**config.mk**
```make
export PLATFORM = sky130hd
export DESIGN_NAME = onehot_encoder_seq
export DESIGN_NICKNAME = d
export VERILOG_FILES = /design/src/rtl/onehot_encoder_seq.sv
export SDC_FILE = /design/constraint.sdc
export NUM_CORES = 1
export LEC_CHECK = 0
export BUFFER_PORTS_ARGS = -buffer_cell sky130_fd_sc_hd__buf_2
export CAP_MARGIN = 20
export CORE_MARGIN = 8
export CORE_UTILIZATION = 38
export DETAILED_ROUTE_END_ITERATION = 10
export SETUP_SLACK_MARGIN = 0.2
export SLEW_MARGIN = 20
export SYNTH_ARGS = -nofsm -noshare
export SYNTH_HDL_FRONTEND = slang
export SYNTH_SLANG_ARGS = --single-unit
```
**constraint.sdc**
```tcl
create_clock -name clk -period 3.6 [get_ports clk]
set_clock_uncertainty 0.2 [all_clocks]
set_input_delay 0.72 -clock clk [delete_from_list [all_inputs] [get_ports clk]]
set_output_delay 0.72 -clock clk [all_outputs]
set_load 0.01 [all_outputs]
```
**src/rtl/onehot_encoder_seq.sv**
```systemverilog
// Handshaked N-bit set-bit enumerator: emits one index per accepted beat in priority order.
// A vector accepted at edge t appears on out_* after edge t; out_ready low freezes all outputs and blocks new input.
module onehot_encoder_seq #(
   parameter int  N           = 8,
   parameter int  MSB_FIRST   = 0,
   parameter int  ONEHOT_ONLY = 0,
   localparam int IDX_W       = $clog2(N)
) (
   input  logic             clk,
   input  logic             rst_n,
   input  logic [N-1:0]     in_vec,
   input  logic             in_valid,
   output logic             in_ready,
   output logic [IDX_W-1:0] out_idx,
   output logic             out_last,
   output logic             out_multi,
   output logic             out_valid,
   input  logic             out_ready,
   output logic             zero_err
);

   logic [N-1:0]     pending_q, pending_d;
   logic             multi_q, multi_d;
   logic             zero_err_q, zero_err_d;
   logic [N-1:0]     sel_mask;
   logic [IDX_W-1:0] sel_idx;
   logic             single_hot;
   logic             accept;
   logic             pop;

   // Scan from lowest to highest priority so the final hit is the winner.
   always_comb begin
      sel_mask = '0;
      sel_idx  = '0;
      if (MSB_FIRST != 0) begin
         for (int i = 0; i < N; i++) begin
            if (pending_q[i]) begin
               sel_idx     = IDX_W'(i);
               sel_mask    = '0;
               sel_mask[i] = 1'b1;
            end
         end
      end else begin
         for (int i = N - 1; i >= 0; i--) begin
            if (pending_q[i]) begin
               sel_idx     = IDX_W'(i);
               sel_mask    = '0;
               sel_mask[i] = 1'b1;
            end
         end
      end
   end

   always_comb begin
      single_hot = (pending_q != '0) && ((pending_q & (pending_q - N'(1))) == '0);
      out_valid  = (pending_q != '0);
      out_idx    = sel_idx;
      out_multi  = multi_q;
      zero_err   = zero_err_q;
      out_last   = (ONEHOT_ONLY != 0) ? out_valid : single_hot;
      pop        = out_valid && out_ready;
      in_ready   = !out_valid || (pop && out_last);
      accept     = in_valid && in_ready;
   end

   // A load on the final pop overrides the clear, giving bubble-free back-to-back vectors.
   always_comb begin
      pending_d  = pending_q;
      multi_d    = multi_q;
      zero_err_d = 1'b0;
      if (pop) begin
         pending_d = (ONEHOT_ONLY != 0) ? '0 : (pending_q & ~sel_mask);
      end
      if (accept) begin
         pending_d  = in_vec;
         multi_d    = ((in_vec & (in_vec - N'(1))) != '0);
         zero_err_d = (in_vec == '0);
      end
   end

   always_ff @(posedge clk) begin
      if (!rst_n) begin
         pending_q  <= '0;
         multi_q    <= 1'b0;
         zero_err_q <= 1'b0;
      end else begin
         pending_q  <= pending_d;
         multi_q    <= multi_d;
         zero_err_q <= zero_err_d;
      end
   end

endmodule

```
* Word level (Yosys, flattened, before mapping)
Cells that the tools add are included.
** Word-level totals
- Input bits :: 12
- Bits in registers :: 10
- Output and inout port bits :: 8
** Operators by class
- Reduce and logical (&&, ||, !) cells :: 12
- Multiplexer cells :: 18
- Bitwise operators :: 4
- Add/subtract/negate cells :: 2
** Operator list (count)
- $mux 8 :: 10
- $and 8x8->8 :: 3
- $mux 3 :: 8
- $logic_not 8->1 :: 2
- $reduce_bool 8->1 :: 2
- $sub 8x1->8 const B :: 2
- $not 8->8 :: 1
- $logic_and 1x1->1 :: 4
- $reduce_and 2->1 :: 1
- $reduce_bool 2->1 :: 1
- $logic_not 1->1 :: 1
- $logic_or 1x1->1 :: 1

* Longest topological paths before layout
- Depth after elaboration :: 12
- Gate-level depth with buffers :: 8
- Gate-level depth less buffers :: 6

* Least setup slack after synthesis
OpenSTA, ideal clock, no wires.
- Path type :: input -> output
- Start point :: input port out_ready
- End point :: output port in_ready
- Stages :: 5
- Arrival :: 1.630 ns
- Slack :: 1.050 ns
- Cells stage by stage :: clkbuf_2 > or3b_1 > a2bb2oi_1 > nand2_1 > and2_1
** Between the ends
- Longest elaborated chain between the ends :: 3
** Ends and longest elaborated chain
- start: declaration :: line 18 : input logic out_ready,
- $logic_and 1x1->1 :: line 61 : pop = out_valid && out_ready;
- $logic_and 1x1->1 :: line 62 : in_ready = !out_valid || (pop && out_last);
- $logic_or 1x1->1 :: line 62
- end: declaration :: line 13 : output logic in_ready,
No other way between the ends.

* Worst setup path after layout
- Start point :: register pending_q[2]
- End point :: output port in_ready
** Between the ends
- Longest elaborated chain between the ends :: 6
- Elaborated cells between the ends (all ways) :: 9
** Ends and longest elaborated chain
- start: declaration :: line 22 : logic [N-1:0] pending_q, pending_d;
- start signal: assignment :: line 87 : pending_q <= pending_d;
- $sub 8x1->8 :: line 55 : single_hot = (pending_q != '0) && ((pending_q & (pending_q - N'(1))) == '0);
- $and 8x8->8 :: line 55
- $logic_not 8->1 :: line 55
- $logic_and 1x1->1 :: line 55
- $logic_and 1x1->1 :: line 62
- $logic_or 1x1->1 (*) :: line 62
Mark *: on every way between the ends. The rest lies on a longest branch, timed or not.

==> results.ini <==
[global_route]
track_usage_pct = 10.9
antenna_found_initial = 0
grt_pass1_wl_um = 3170
grt_pass1_vias = 759
grt_overflow_total = 0
grt_max_degree = 11

[place]
gp_congestion = 0.817
io_buffers = 19
dp.cells = 139
dp_hpwl_um = 1490

[clock_tree]
cts_buffer_depth = 2
hold_buffers = 0
root_buffer = clkbuf_4
cts.reportedPaths.clkPinSlew_ns = 0.06
cts_buffers = 3
clock_latency_ns = 0.25
cts_tree = yes
clock-sinks = 10
cts_resized = 0
post_cts_buffers = 0
cts-htree-levels = 1

[sta]
fin_crit_sh_pct = 76.2
rsz0062_at_grt = no
finalWorstPathRequiredPeriod_ns = 2.74
maxSlewHeadroom_pct = 68.2
max_freq_ghz = 0.365
maxSlewViolCount = 0
finalHoldViolations = 0
setup_violations = 0
tns_ns = 0
holdWs_ns = 0.316
worst_pin_slew_ns = 0.477

[finish]
syn2layout_area_growth_pct = 12.6
drive_gt1_share_pct = 27.0
fillers = 214
num_antenna_cells = 0
nets = 129
multi_input_area_um2 = 508
fin_cells = 142
seqCellArea_um2 = 200

[detailed_routing]
drc = 0
drt_first_pass_iters = 4
drtIter0Drc = 19
wirelength_um = 1870
vias = 789
vias_per_cell = 5.56
wl_per_cell_um = 13.1
ant_nets = 0

[synth]
syn_inst = 100
synth.distinct_cells = 41
synth-seq-area-share_pct = 25.6
netlist_area_um2 = 782
avgSynthCellArea_um2 = 7.82
ys_ff_latch = 10
syn_nets = 112
yosys_warnings = 0

[power_and_ir_drop]
p_clk_share_pct = 15.4
p_int_mw = 0.267
irDropWorstVdd_uv = 218
sw_frac_of_total_pct = 42.3
p_leak_nw = 0.354
seqPwrFrac_pct = 33.0
switching_power_mw = 0.196
combPwrFrac_pct = 51.5
power_density_mw_per_mm2 = 526

[setup_path]
start_kind = flip-flop
worstSetupEndpointType = output port
critPathKind = flip-flop to output port
arrival_ns = 1.82
crit_fanout = 10
required_ns = 2.68
r2r_setup_slack_ns = 1.44

[status]
status = completed

[die]
start_util_pct = 39.9
dieArea_mm2 = 0.00377
num_rows = 16
die_w_um = 61.4
core_mm2 = 0.00196
io_pins = 20
die_y_um = 61.4

[flow_run]
maxCapViolCount = 0

[worst_hold_path]
hold_class = flip-flop to flip-flop

-- routing by layer --
| metal | global-route usage [%] | wire (um) | vias up |
|---|---|---|---|
| met2 | 17.3 | 815 | 33 |
| met1 | 13.6 | 885 | 353 |
| met5 | 0 | 0 | - |
| met4 | 5.52 | 25 | 0 |
| li1 | - | - | 399 |
| met3 | 2.30 | 141 | 4 |
-- layout by cell type (no fill, tap or decap), drive strengths merged, types with 2 or more instances in the layout --
cell     n
buf     19
nor2    12
nand2   11
dfxtp   10
a21oi    8
nor3     6
inv      4
nor4     4
and2     3
or4      3
nand3    3
clkbuf   3
a211oi   3
maj3     2
a22oi    2
o21ai    2
nor2b    2
o31ai    2
-- through the flow --
| step | util, % | total power [mW] | setup WS (ns) | cell area (um^2) |
|---|---|---|---|---|
| finish | 44.9 | 0.463 | 0.858 | 881 |
| global placement | 43.8 | 0.392 | 0.937 | 858 |
| CTS | 44.9 | 0.468 | 0.871 | 881 |
| floorplan | - | 0.344 | 1.05 | 782 |
| detailed placement | 43.8 | 0.394 | 0.899 | 858 |
| global route | 44.9 | 0.500 | 0.728 | 881 |
-- Yosys cell counts --
cell / instances / area, um^2
buf_6: 3 / 33.8
a31oi_1: 1 / 6.26
clkinv_1: 1 / 3.75
clkbuf_1: 1 / 3.75
o211ai_1: 1 / 7.51
or4_1: 3 / 22.5
nor2_2: 1 / 6.26
or3b_1: 1 / 8.76
nor3_1: 5 / 25.0
and2_1: 3 / 18.8
nand2b_1: 1 / 6.26
a211oi_2: 2 / 25.0
nor4_1: 2 / 12.5
a21oi_1: 8 / 40.0
buf_2: 2 / 10.0
clkbuf_2: 1 / 5.00
maj3_1: 2 / 20.0
a21o_1: 1 / 7.51
dfxtp_1: 10 / 200
nor4_2: 2 / 25.0
nor2b_1: 2 / 12.5
a2bb2oi_1: 1 / 8.76
o21bai_1: 1 / 7.51
a221oi_4: 1 / 26.3
a22oi_1: 2 / 15.0
inv_1: 3 / 11.3
inv_4: 1 / 6.26
nor3_2: 1 / 10.0
o32a_1: 1 / 10.0
mux2i_1: 1 / 10.0
a32oi_1: 1 / 8.76
o21ai_0: 2 / 10.0
o311a_1: 1 / 10.0
o31a_1: 1 / 8.76
o31ai_1: 2 / 15.0
nor4b_1: 1 / 8.76
nand3_1: 3 / 15.0
a211oi_1: 1 / 7.51
nor2_1: 11 / 41.3
nand2_1: 11 / 41.3
a21bo_2: 1 / 10.0
-- flip-flops by register name (all words and copies together) (netlist names) --
name / count
zero_err: 1
out_multi: 1
pending_q: 8
-- layout make-up --
| class | count | area share [%] |
|---|---|---|
| multi-input combinational | 78 | 57.7 |
| tap | 27 | 3.84 |
| sequential | 10 | 22.7 |
| clock buffer | 3 | 2.56 |
| inverter | 5 | 2.41 |
| timing repair buffer | 19 | 10.8 |
-- worst paths after layout --
path	from	to	cells after the start
worst max-delay path	pending_q[2]$_SDFFE_PN0P_	in_ready	5
worst min-delay path	out_multi$_SDFFE_PN0P_	out_multi$_SDFFE_PN0P_	2
worst max register to register	pending_q[0]$_SDFFE_PN0P_	pending_q[1]$_SDFFE_PN0P_	5
worst min register to register	out_multi$_SDFFE_PN0P_	out_multi$_SDFFE_PN0P_	2
-- critical path, stage by stage, from the launching register on --
cell,delay [ns]
dfxtp_1,0.53
maj3_1,0.27
a2bb2oi_1,0.34
nand2_1,0.13
and2_1,0.17
buf_2,0.13
-- power groups by stage --
stage	logic, mW	registers (mW)	clock network (mW)
2_1_floorplan	0.206	0.138	0
5_1_grt	0.265	0.157	0.0775
4_1_cts	0.240	0.153	0.0747
3_3_place_gp	0.238	0.154	0
6_report	0.239	0.153	0.0715
3_5_place_dp	0.239	0.155	0
-- logic make-up after synthesis --
family	Yosys count	share of synthesized area, %
AND/OR/NAND/NOR	47	32.5
AO/OA/AOI/OAI	28	28.6
buffers and inverters	12	9.44
flip-flops	10	25.6
adder cells (fa/ha/maj)	2	2.56
multiplexers	1	1.28
Power figures use the tool's default switching activity.
